<file path="src/rtl/spi_move_exchange.sv">
// Move link to the Arduino opponent: detects one new human move, sends it over SPI mode 0,
// polls for the reply cell and strobes it out. Optional macro MOVE_PARITY_EN adds odd parity.
module spi_move_exchange #(
    parameter int CLK_DIV    = 25,
    parameter int GAP_CYCLES = 50000,
    parameter int MAX_POLLS  = 16
) (
    input  logic        clk,
    input  logic        rst,
    input  logic [17:0] matrix,
    input  logic        load,
    input  logic        enable,
    input  logic        miso,
    output logic        sclk,
    output logic        mosi,
    output logic        cs_n,
    output logic [4:0]  move_index,
    output logic [3:0]  reply_cell,
    output logic        reply_valid,
    output logic        busy,
    output logic        error
);
    typedef enum logic [2:0] {IDLE, SEND, GAP, POLL, CHECK, ECHO} state_t;

    localparam int DW = $clog2(CLK_DIV + 1);
    localparam int GW = $clog2(GAP_CYCLES + 1);
    localparam int PW = $clog2(MAX_POLLS + 1);
    localparam logic [DW-1:0] DIV_LAST = DW'(CLK_DIV - 1);
    localparam logic [GW-1:0] GAP_LAST = GW'(GAP_CYCLES - 1);
    localparam logic [PW-1:0] POLL_MAX = PW'(MAX_POLLS);

    state_t          state;
    logic            load_d;
    logic [17:0]     shadow;
    logic [DW-1:0]   div_cnt;
    logic [4:0]      ph;
    logic [7:0]      tx_sr, rx_sr;
    logic [GW-1:0]   gap_cnt;
    logic [PW-1:0]   poll_cnt;
    logic [8:0]      chg;
    logic [4:0]      new_idx;
    logic            rx_empty, multi_chg, rx_ok, rx_bad, frame_tick, frame_end;
    logic [7:0]      tx_move, tx_poll;
    logic            unused_rx;

    always_comb begin
        chg      = '0;
        new_idx  = '0;
        rx_empty = 1'b0;
        for (int i = 0; i < 9; i++) begin
            chg[i] = (shadow[2*i +: 2] == 2'b00) && (matrix[2*i +: 2] != 2'b00);
            if (chg[i]) new_idx = {matrix[2*i+1] & ~matrix[2*i], 4'(i)};
            if (rx_sr[3:0] == 4'(i)) rx_empty = (matrix[2*i +: 2] == 2'b00);
        end
    end

    assign multi_chg  = (chg & (chg - 9'd1)) != 9'd0;
    assign rx_ok      = (rx_sr[3:0] <= 4'd8) && rx_empty;
    assign frame_tick = (div_cnt == DIV_LAST);
    assign frame_end  = frame_tick && (ph == 5'd17);
    assign unused_rx  = ^{rx_sr[7], rx_sr[5:4]};

`ifdef MOVE_PARITY_EN
    assign tx_move = {~^{2'b00, new_idx}, 2'b00, new_idx};
    assign tx_poll = 8'h80;
    assign rx_bad  = ~^rx_sr;
`else
    assign tx_move = {3'b000, new_idx};
    assign tx_poll = 8'h00;
    assign rx_bad  = 1'b0;
`endif

    always_ff @(posedge clk) begin
        if (rst) begin
            state       <= IDLE;
            load_d      <= 1'b0;
            shadow      <= '0;
            div_cnt     <= '0;
            ph          <= '0;
            tx_sr       <= '0;
            rx_sr       <= '0;
            gap_cnt     <= '0;
            poll_cnt    <= '0;
            cs_n        <= 1'b1;
            sclk        <= 1'b0;
            mosi        <= 1'b0;
            move_index  <= '0;
            reply_cell  <= '0;
            reply_valid <= 1'b0;
            busy        <= 1'b0;
            error       <= 1'b0;
        end else begin
            load_d      <= load;
            reply_valid <= 1'b0;
            if (load_d) shadow <= matrix;

            // Phase 0 and 17 are the cs_n holds; odd phases 1..15 are sclk-low halves.
            if (state == SEND || state == POLL) begin
                if (frame_tick) begin
                    div_cnt <= '0;
                    if (ph == 5'd17) begin
                        cs_n <= 1'b1;
                        mosi <= 1'b0;
                    end else begin
                        ph <= ph + 5'd1;
                        if (ph[0]) begin
                            sclk  <= 1'b1;
                            rx_sr <= {rx_sr[6:0], miso};
                        end else if (ph != 5'd0) begin
                            sclk  <= 1'b0;
                            tx_sr <= {tx_sr[6:0], 1'b0};
                            mosi  <= tx_sr[6];
                        end
                    end
                end else begin
                    div_cnt <= div_cnt + DW'(1);
                end
            end

            case (state)
                IDLE: if (load_d && enable) begin
                    if (multi_chg) begin
                        error <= 1'b1;
                    end else if (chg != 9'd0) begin
                        move_index <= new_idx;
                        error      <= 1'b0;
                        busy       <= 1'b1;
                        poll_cnt   <= '0;
                        cs_n       <= 1'b0;
                        ph         <= '0;
                        div_cnt    <= '0;
                        tx_sr      <= tx_move;
                        mosi       <= tx_move[7];
                        state      <= SEND;
                    end
                end
                SEND: if (frame_end) begin
                    gap_cnt <= '0;
                    state   <= GAP;
                end
                GAP: if (gap_cnt == GAP_LAST) begin
                    poll_cnt <= poll_cnt + PW'(1);
                    cs_n     <= 1'b0;
                    ph       <= '0;
                    div_cnt  <= '0;
                    tx_sr    <= tx_poll;
                    mosi     <= tx_poll[7];
                    state    <= POLL;
                end else begin
                    gap_cnt <= gap_cnt + GW'(1);
                end
                POLL: if (frame_end) begin
                    if (rx_bad || (!rx_sr[6] && poll_cnt == POLL_MAX)) begin
                        error <= 1'b1;
                        busy  <= 1'b0;
                        state <= IDLE;
                    end else if (rx_sr[6]) begin
                        state <= CHECK;
                    end else begin
                        gap_cnt <= '0;
                        state   <= GAP;
                    end
                end
                CHECK: if (rx_ok) begin
                    reply_cell  <= rx_sr[3:0];
                    reply_valid <= 1'b1;
                    state       <= ECHO;
                end else begin
                    error <= 1'b1;
                    busy  <= 1'b0;
                    state <= IDLE;
                end
                // The Arduino's own move comes back as the next load; swallow it.
                ECHO: if (load_d || !enable) begin
                    busy  <= 1'b0;
                    state <= IDLE;
                end
                default: state <= IDLE;
            endcase
        end
    end
endmodule

</file>
<file path="config.mk">
export PLATFORM = sky130hd
export DESIGN_NAME = spi_move_exchange
export DESIGN_NICKNAME = d
export VERILOG_FILES = /design/src/rtl/spi_move_exchange.sv
export SDC_FILE = /design/constraint.sdc
export NUM_CORES = 1
export LEC_CHECK = 0
export ABC_CLOCK_PERIOD_IN_PS = 5200
export CAP_MARGIN = 20
export CORE_ASPECT_RATIO = 1.4
export CORE_UTILIZATION = 60
export DETAILED_ROUTE_END_ITERATION = 8
export PLACE_DENSITY = 0.93
export SYNTH_ARGS = -nofsm -noshare
export SYNTH_HDL_FRONTEND = slang
export SYNTH_SLANG_ARGS = --single-unit
</file>
<file path="constraint.sdc">
create_clock -name clk -period 5.2 [get_ports clk]
set_input_delay 0.52 -clock clk [delete_from_list [all_inputs] [get_ports clk]]
set_output_delay 0.52 -clock clk [all_outputs]
set_load 0.05 [all_outputs]
</file>
==> results of run 1 <==
## routing by layer
metal  vias to the layer above  share of wire (%)  track usage, %
met2                       166                 52           50.78
met1                      1843                 37           28.09
li1                       1879                  -               -
met5                         -                  0               0
met4                         0                5.4           20.86
met3                        55                5.9           7.692
## worst max-delay path, stage by stage
cell and delay (ns):
sky130_fd_sc_hd__clkdlybuf4s50_1 0.54, sky130_fd_sc_hd__nor2_4 0.18, sky130_fd_sc_hd__o22ai_2 0.11, sky130_fd_sc_hd__or4_4 0.58
sky130_fd_sc_hd__a2111oi_4 0.41, sky130_fd_sc_hd__o21ai_2 0.22, sky130_fd_sc_hd__o211ai_4 0.52, sky130_fd_sc_hd__o21ai_1 0.15
## logic make-up (layout without fill, tap and decap cells)
logic type                 Yosys count  after routing  share of synthesized area [%]
AOI/OAI and AO/OA                  110            110                          17.86
xor gates and xnor gates            23             23                          4.714
adders and majority gates           10             10                          2.870
buffers and inverters               32             65                          3.016
DFF                                 82             82                          38.42
muxes                               30             30                          7.057
and+or+nand+nor                    217            217                          26.06
## layout make-up
class | instances | share of cell area [%]
clock buffers | 10 | 2.596
clock inverters | 5 | 2.113
inverters | 11 | 0.8399
multi-input cells | 390 | 50.90
flip-flops and latches | 82 | 33.39
well taps | 95 | 2.418
repair buffers | 39 | 7.737
## metrics by stage
| stage | hold WS [ns] | total power, mW | cell area [µm²] | utilization [%] | setup slack [ns] |
|---|---|---|---|---|---|
| floorplan | 0.4366 | 0.7309 | 4273 | - | 2.722 |
| finish | 0.4590 | 1.310 | 4916 | 70.87 | 2.200 |
| global route | 0.4781 | 1.359 | 4916 | 70.87 | 2.052 |
| CTS | 0.4601 | 1.314 | 4916 | 70.87 | 2.220 |
| global placement | 0.4466 | 0.7696 | 4684 | 67.53 | 1.923 |
| detailed placement | 0.4484 | 0.7733 | 4684 | 67.53 | 1.842 |
## placed cells by master (no fill, tap or decap), drive strengths merged, types with 17 or more instances in the layout
cell | Yosys | layout
nand3 | 24 | 24
a21oi | 35 | 35
nand2 | 33 | 33
nor3 | 17 | 17
dfxtp | 82 | 82
clkdlybuf4s50 | 0 | 36
nor2 | 89 | 89
mux2i | 29 | 29
o21ai | 23 | 23
xor2 | 18 | 18
## power by group through the flow
stage | registers [mW] | logic [mW] | clock network [mW]
2_1_floorplan | 0.656 | 0.0748 | 0
3_3_place_gp | 0.655 | 0.115 | 0
3_5_place_dp | 0.656 | 0.118 | 0
4_1_cts | 0.641 | 0.119 | 0.555
5_1_grt | 0.642 | 0.130 | 0.586
6_report | 0.641 | 0.121 | 0.549
## registers in the layout, indices dropped and copies added, names as in the netlist, 3 cells and up
name        flops
div_cnt         5
gap_cnt        16
move_index      5
ph              5
poll_cnt        5
reply_cell      4
rx_sr           7
shadow         18
state           3
tx_sr           7
## path summary, 6_finish.rpt
| path | start | endpoint | slack [ns] | cells after the start |
|---|---|---|---|---|
| max | matrix[2] | tx_sr[2]$_SDFF_PP0_ | 2.20 | 8 |
| min | rx_sr[4]$_SDFFE_PP0P_ | rx_sr[4]$_SDFFE_PP0P_ | 0.46 | 2 |
| max reg2reg | rx_sr[2]$_SDFFE_PP0P_ | error$_SDFFE_PP0P_ | 2.53 | 7 |
| min reg2reg | rx_sr[4]$_SDFFE_PP0P_ | rx_sr[4]$_SDFFE_PP0P_ | 0.46 | 2 |
==> impl_summary.txt, run 1 <==
----------------------------------------------------
[Route]
  Post-detailed-routing wire length ... around 10 mm
  Routed wire per std cell ... approximately 16 µm
  Remaining routing DRC violations ... 0
  Vias per Instance ... a little over 6
  Via total after detailed routing ... a little under 4000
  DRC marker count from the first detailed-route iteration ... ~200
  Antenna-violating nets left ... 0
  Iteration count of the initial detailed-routing pass ... 5

[STA]
  Final Hold Violating Endpoints ... 0
  Final period util ... between 50 and 60%
  Worst Tran Pin Value ... between 0.9 and 1 ns
  Post-Route Setup TNS ... 0 ns
  Highest Clock Rate ... 0.3333 GHz
  Headroom to the max-slew limit ... 37.64%
  Final max-slew violation count ... 0
  Final Setup Violations ... 0
  Unrepaired setup endpoints after global routing ... false
  Time the final worst path needs with I/O delays and setup ... ~3.0 ns
  Worst Clk Skew ... between 0.007 and 0.008 ns

[Floorplan]
  Core outline area ... ~7000 µm²
  Die ar. ... approximately 7500 µm²
  Vertical die dimension ... 101.9 µm
  Horizontal die dimension ... around 73 µm
  Initial Utilization ... between 60% and 70%
  I/O pins ... 38
  # rows ... 36

[Yosys]
  Cell count after synthesis ... between 500 and 600
  Yosys cell types ... 70
  Syn_nets ... roughly 540
  Sequential-to-total area share from yosys stat ... between 30% and 40%
  Most used standard cells in the synthesized netlist ... sky130_fd_sc_hd__dfxtp_1, sky130_fd_sc_hd__nor2_1, sky130_fd_sc_hd__a21oi_1
  Portion of synthesized cell area occupied by the leading cell type ... between 30% and 40%
  Number of enable-type register cells in the synthesized netlist ... 0
  Synthesized area per cell ... between 8 and 9 µm²
  Total standard cell area after synthesis ... 4273 µm²
  Ys async rst share ... 0%
  Most repeated cell in the gate-level netlist after synthesis ... sky130_fd_sc_hd__dfxtp_1
  Library cell occupying the most area in the post-synthesis netlist ... sky130_fd_sc_hd__dfxtp_1
  Top post-synthesis cells by area ... sky130_fd_sc_hd__dfxtp_1, sky130_fd_sc_hd__mux2i_1, sky130_fd_sc_hd__nor2_1
  Main synth FF type ... sky130_fd_sc_hd__dfxtp_1
  Number of synthesized register bits ... 82
  Synth warn ... 0

[Power and ir drop]
  Logic gate share of total power ... under 10%
  Worst-case vdd ir drop ... about 0.20 mV
  Internal portion of total power ... 1.001 mW
  Switching share of power ... around a quarter
  Clock network fraction of design power ... roughly two fifths
  Power density normalized to cell area ... 266.5 nW/µm²
  Leak Pwr ... ~1.8 nW
  Sequential power share ... a little under 50%
  Reported net switching power ... about 0.31 mW

[Clock tree]
  Post-cts resize count ... 0
  Clock root cell ... sky130_fd_sc_hd__clkbuf_8
  Insertion delay to the later sink of the worst-skew pair ... 0.36 ns
  Clock input transition at the sequential cells of the worst setup and hold paths ... about 0.08 ns
  Total clock buffers created by CTS ... 9
  CTS tree ... yes
  Clock Path Buffers ... 2
  Count of H-tree levels built during CTS ... 3
  Clock tree sinks ... between 80 and 90
  Number of buffers added to fix hold violations after cts ... 0
  Count of buffers added by post-CTS timing repair for setup ... 0

[GRT]
  Global-route total usage across every layer ... 28.55%
  Number of antenna violations at the first check in global routing ... 0
  Total global routing overflow ... 0
  Wire length of the first global-routing pass ... 16.58 mm
  Vias in the first global route ... a little under 4000
  Pin count of the biggest net entering global routing ... 53

[Final layout]
  Storage element area ... approximately 1600 µm²
  Number of standard cells in the layout, taps in and fillers out ... roughly 630
  Total area of multi-input combinational cells ... about 2500 µm²
  Count of fill cells added during filler insertion ... 530
  Fraction of final layout cells with drive strength greater than 1 ... under 10%
  Number of nets at the end of the flow ... roughly 570
  Area growth from synthesis to final layout ... 15.05%
  Number of antenna repair diodes ... 0

[Flow run]
  Max-cap violations ... 0

[Critical path]
  Kind of end point of the critical path ... flip-flop
  Critical path data arrival time ... 3.23 ns
  Critical Path Fanout Max ... 15
  Endpoint required time on the critical path ... approximately 5.4 ns
  CP Launch Type ... input pin
  Startpoint-to-endpoint class of the critical path ... in -> reg

[Status]
  Result of the run ... completed

[Place]
  # port buffers ... 37
  DP Wirelength ... ~7.1 mm
  Placer Congestion ... 0.9494
  Number of placed instances with taps included ... a little over 600

[Min path]
  Type of the worst min-delay path ... reg -> reg

----------------------------------------------------
Note: power is estimated with default switching activity, not from simulation.
==> run 2, diff against run 1 <==
==> config.mk (replaced) <==
export PLATFORM = sky130hd
export DESIGN_NAME = spi_move_exchange
export DESIGN_NICKNAME = d
export VERILOG_FILES = /design/src/rtl/spi_move_exchange.sv
export SDC_FILE = /design/constraint.sdc
export NUM_CORES = 1
export LEC_CHECK = 0
export ABC_CLOCK_PERIOD_IN_PS = 2500
export CAP_MARGIN = 20
export CORE_ASPECT_RATIO = 1.4
export CORE_UTILIZATION = 52
export DETAILED_ROUTE_END_ITERATION = 8
export PLACE_DENSITY = 0.86
export SYNTH_ARGS = -nofsm -noshare
export SYNTH_HDL_FRONTEND = slang
export SYNTH_SLANG_ARGS = --single-unit
==> constraint.sdc (replaced) <==
create_clock -name clk -period 2.5 [get_ports clk]
set_input_delay 0.25 -clock clk [delete_from_list [all_inputs] [get_ports clk]]
set_output_delay 0.25 -clock clk [all_outputs]
set_load 0.05 [all_outputs]
==> run 2 against run 1 <==
Net effect: first-iteration DRC count rose by 25%; via count increased by 3.9%; sequential power rose by 110%; total power rose by 110%; global-route usage decreased by 1.5 points.
==> impl_summary.txt, run 2 (synthesis results as in run 1) <==
----------------------------------------------------
[Status]
  Result of the run ... completed

[Clock tree]
  Clock tree sinks ... 82 (unchanged)
  Clock Path Buffers ... 2 (unchanged)
  Count of H-tree levels built during CTS ... 3 (unchanged)
  Clock root cell ... sky130_fd_sc_hd__clkbuf_8
  Insertion delay to the later sink of the worst-skew pair ... 0.37 ns (about the same)
  Total clock buffers created by CTS ... 9 (unchanged)
  Count of buffers added by post-CTS timing repair for setup ... 0 (unchanged)
  CTS tree ... yes
  Clock input transition at the sequential cells of the worst setup and hold paths ... 0.09 ns (about the same)

[Route]
  Routed wire per std cell ... 15.64 µm (-1.1%)
  Remaining routing DRC violations ... 0 (unchanged)
  Post-detailed-routing wire length ... 10.81 mm (+8.1%)
  Via total after detailed routing ... 4096 (+3.9%)
  Antenna-violating nets left ... 0 (unchanged)
  Iteration count of the initial detailed-routing pass ... 5 (unchanged)
  Vias per Instance ... 5.928 (-5.0%)
  DRC marker count from the first detailed-route iteration ... 254 (+25%)

[STA]
  Highest Clock Rate ... roughly 0.42 GHz
  Final period util ... a little over nine tenths
  Headroom to the max-slew limit ... 37.40% (-0.24 points)
  Final max-slew violation count ... 0 (unchanged)
  Final Setup Violations ... 0 (unchanged)
  Final Hold Violating Endpoints ... 0 (unchanged)
  Worst hold slack across all endpoints ... 0.3415 ns (-0.1175 ns)
  Time the final worst path needs with I/O delays and setup ... roughly 2.4 ns
  Worst Clk Skew ... 0.009218 ns (+0.001759 ns)
  Post-Route Setup TNS ... 0 ns (unchanged)
  Worst Tran Pin Value ... 0.9318 ns (-0.003541 ns)
  Unrepaired setup endpoints after global routing ... false

[Final layout]
  Area growth from synthesis to final layout ... 25.92%
  Largest Register ... shadow
  Max FFs per register ... 18 (unchanged)
  Fraction of final layout cells with drive strength greater than 1 ... 18.95% (+9.5 points)
  Number of standard cells in the layout, taps in and fillers out ... 691 (+9.3%)
  Largest registers ... shadow: 18 flops, gap_cnt: 16 flops
  Number of nets at the end of the flow ... 619 (+9.6%)
  Most common cell after layout, fill and taps aside ... sky130_fd_sc_hd__dfxtp_1
  Leading cell types in the layout, fill and taps excluded ... sky130_fd_sc_hd__dfxtp_1, sky130_fd_sc_hd__nor2_1, sky130_fd_sc_hd__buf_4, sky130_fd_sc_hd__clkdlybuf4s50_1, sky130_fd_sc_hd__a21oi_1
  Number of antenna repair diodes ... 0 (unchanged)

[Critical path]
  Sequence of cells on the critical path ... or4b_1, or4_4, a32oi_2, buf_4, nor2_1, nand3b_1, xor2_1, nor2_1
  Endpoint required time on the critical path ... 2.74 ns (-2.69 ns)
  CP Launch Type ... flip-flop
  Sum of buffers and inverters on the critical path ... 1 (unchanged)
  CP dominant cell by count ... sky130_fd_sc_hd__nor2_1
  Startpoint-to-endpoint class of the critical path ... reg -> reg
  Master of the slowest instance on the critical path ... sky130_fd_sc_hd__or4_4
  Critical path data arrival time ... 2.61 ns (-0.62 ns)
  Family with the most delay on the worst path ... simple AND/OR/NAND/NOR gates
  Critical Path Fanout Max ... 4 (-11)
  Maximum cell stage delay along the critical path ... 0.57 ns (about the same)
  Kind of end point of the critical path ... flip-flop

[GRT]
  Global-route total usage across every layer ... 27.05% (-1.5 points)
  Pin count of the biggest net entering global routing ... 28 (-47%)
  Number of antenna violations at the first check in global routing ... 0 (unchanged)
  Wire length of the first global-routing pass ... 18.06 mm (+8.9%)
  Vias in the first global route ... 3974 (+2.5%)
  Total global routing overflow ... 0 (unchanged)

[Place]
  # port buffers ... 37 (unchanged)
  Number of placed instances with taps included ... 676 (+9.6%)
  DP Wirelength ... 8.005 mm (+12%)
  Placer Congestion ... 0.9277 (-2.3%)

[Power and ir drop]
  Power density normalized to cell area ... 518.3 nW/µm² (+94%)
  Worst-case vdd ir drop ... 0.3766 mV (+85%)
  Leak Pwr ... 2.041 nW (+16%)
  PnR Total Power ... 2.789 mW (+110%)

[Floorplan]
  Horizontal die dimension ... 78.61 µm (+7.2%)
  I/O pins ... 38 (unchanged)
  Initial Utilization ... 54.47% (-7.1 points)
  Core outline area ... 7845 µm² (+13%)
  Vertical die dimension ... 109.3 µm (+7.3%)
  # rows ... 38 (+5.6%)
  Die ar. ... 8589 µm² (+15%)

[Min path]
  Type of the worst min-delay path ... in -> reg

[Flow run]
  Max-cap violations ... 0 (unchanged)

----------------------------------------------------
-- run 2: power breakdown --
group          internal (mW)  leakage (nW)  switching (mW)
registers               1.32         0.664          0.0122
clock network          0.658         0.116           0.485
logic                  0.146          1.26           0.166
total                   2.13          2.04           0.663
-- run 2: what timing repair did --
item | CTS | global route
gates resized for setup | 0 | 9
hold buffers | 0 | 0
endpoints found under the setup margin | 0 | 39
-- run 2: layout make-up --
class,count,area (µm²)
tap,100,125.1
multi-input combinational,390,2540
sequential,82,1644
timing repair buffer,93,798.3
inverter,11,41.29
clock buffer,10,127.6
clock inverter,5,103.9
fill,629,2465
-- run 2: metrics by stage --
step	utilization (%)	cell area (µm²)	setup WS, ns
after floorplan	-	4273	0.2332
after CTS	68.07	5340	0.06617
after global placement	65.12	5109	-0.1617
after detailed placement	65.12	5109	-0.2150
final	68.58	5380	0.1309
after global routing	68.58	5380	0.001661
-- run 2: metal layers --
layer	part of all wire, %	GRT usage, %	vias up	wire length, µm
met5	0	0	-	0
met4	4.6	14.02	0	492
met3	4.5	6.109	43	485
met2	54	49.81	140	5811
met1	37	28.36	1928	4017
li1	-	-	1985	-
-- run 2: worst paths after layout --
kind / startpoint / end / slack (ns) / cells past startpoint
worst min-delay path: rst / reply_cell[3]$_SDFFE_PP0P_ / 0.34 / 2
worst max-delay path: gap_cnt[5]$_SDFFE_PP0P_ / gap_cnt[10]$_SDFFE_PP0P_ / 0.13 / 8
worst min register to register: rx_sr[4]$_SDFFE_PP0P_ / rx_sr[4]$_SDFFE_PP0P_ / 0.46 / 2
worst max register to register: gap_cnt[5]$_SDFFE_PP0P_ / gap_cnt[10]$_SDFFE_PP0P_ / 0.13 / 8
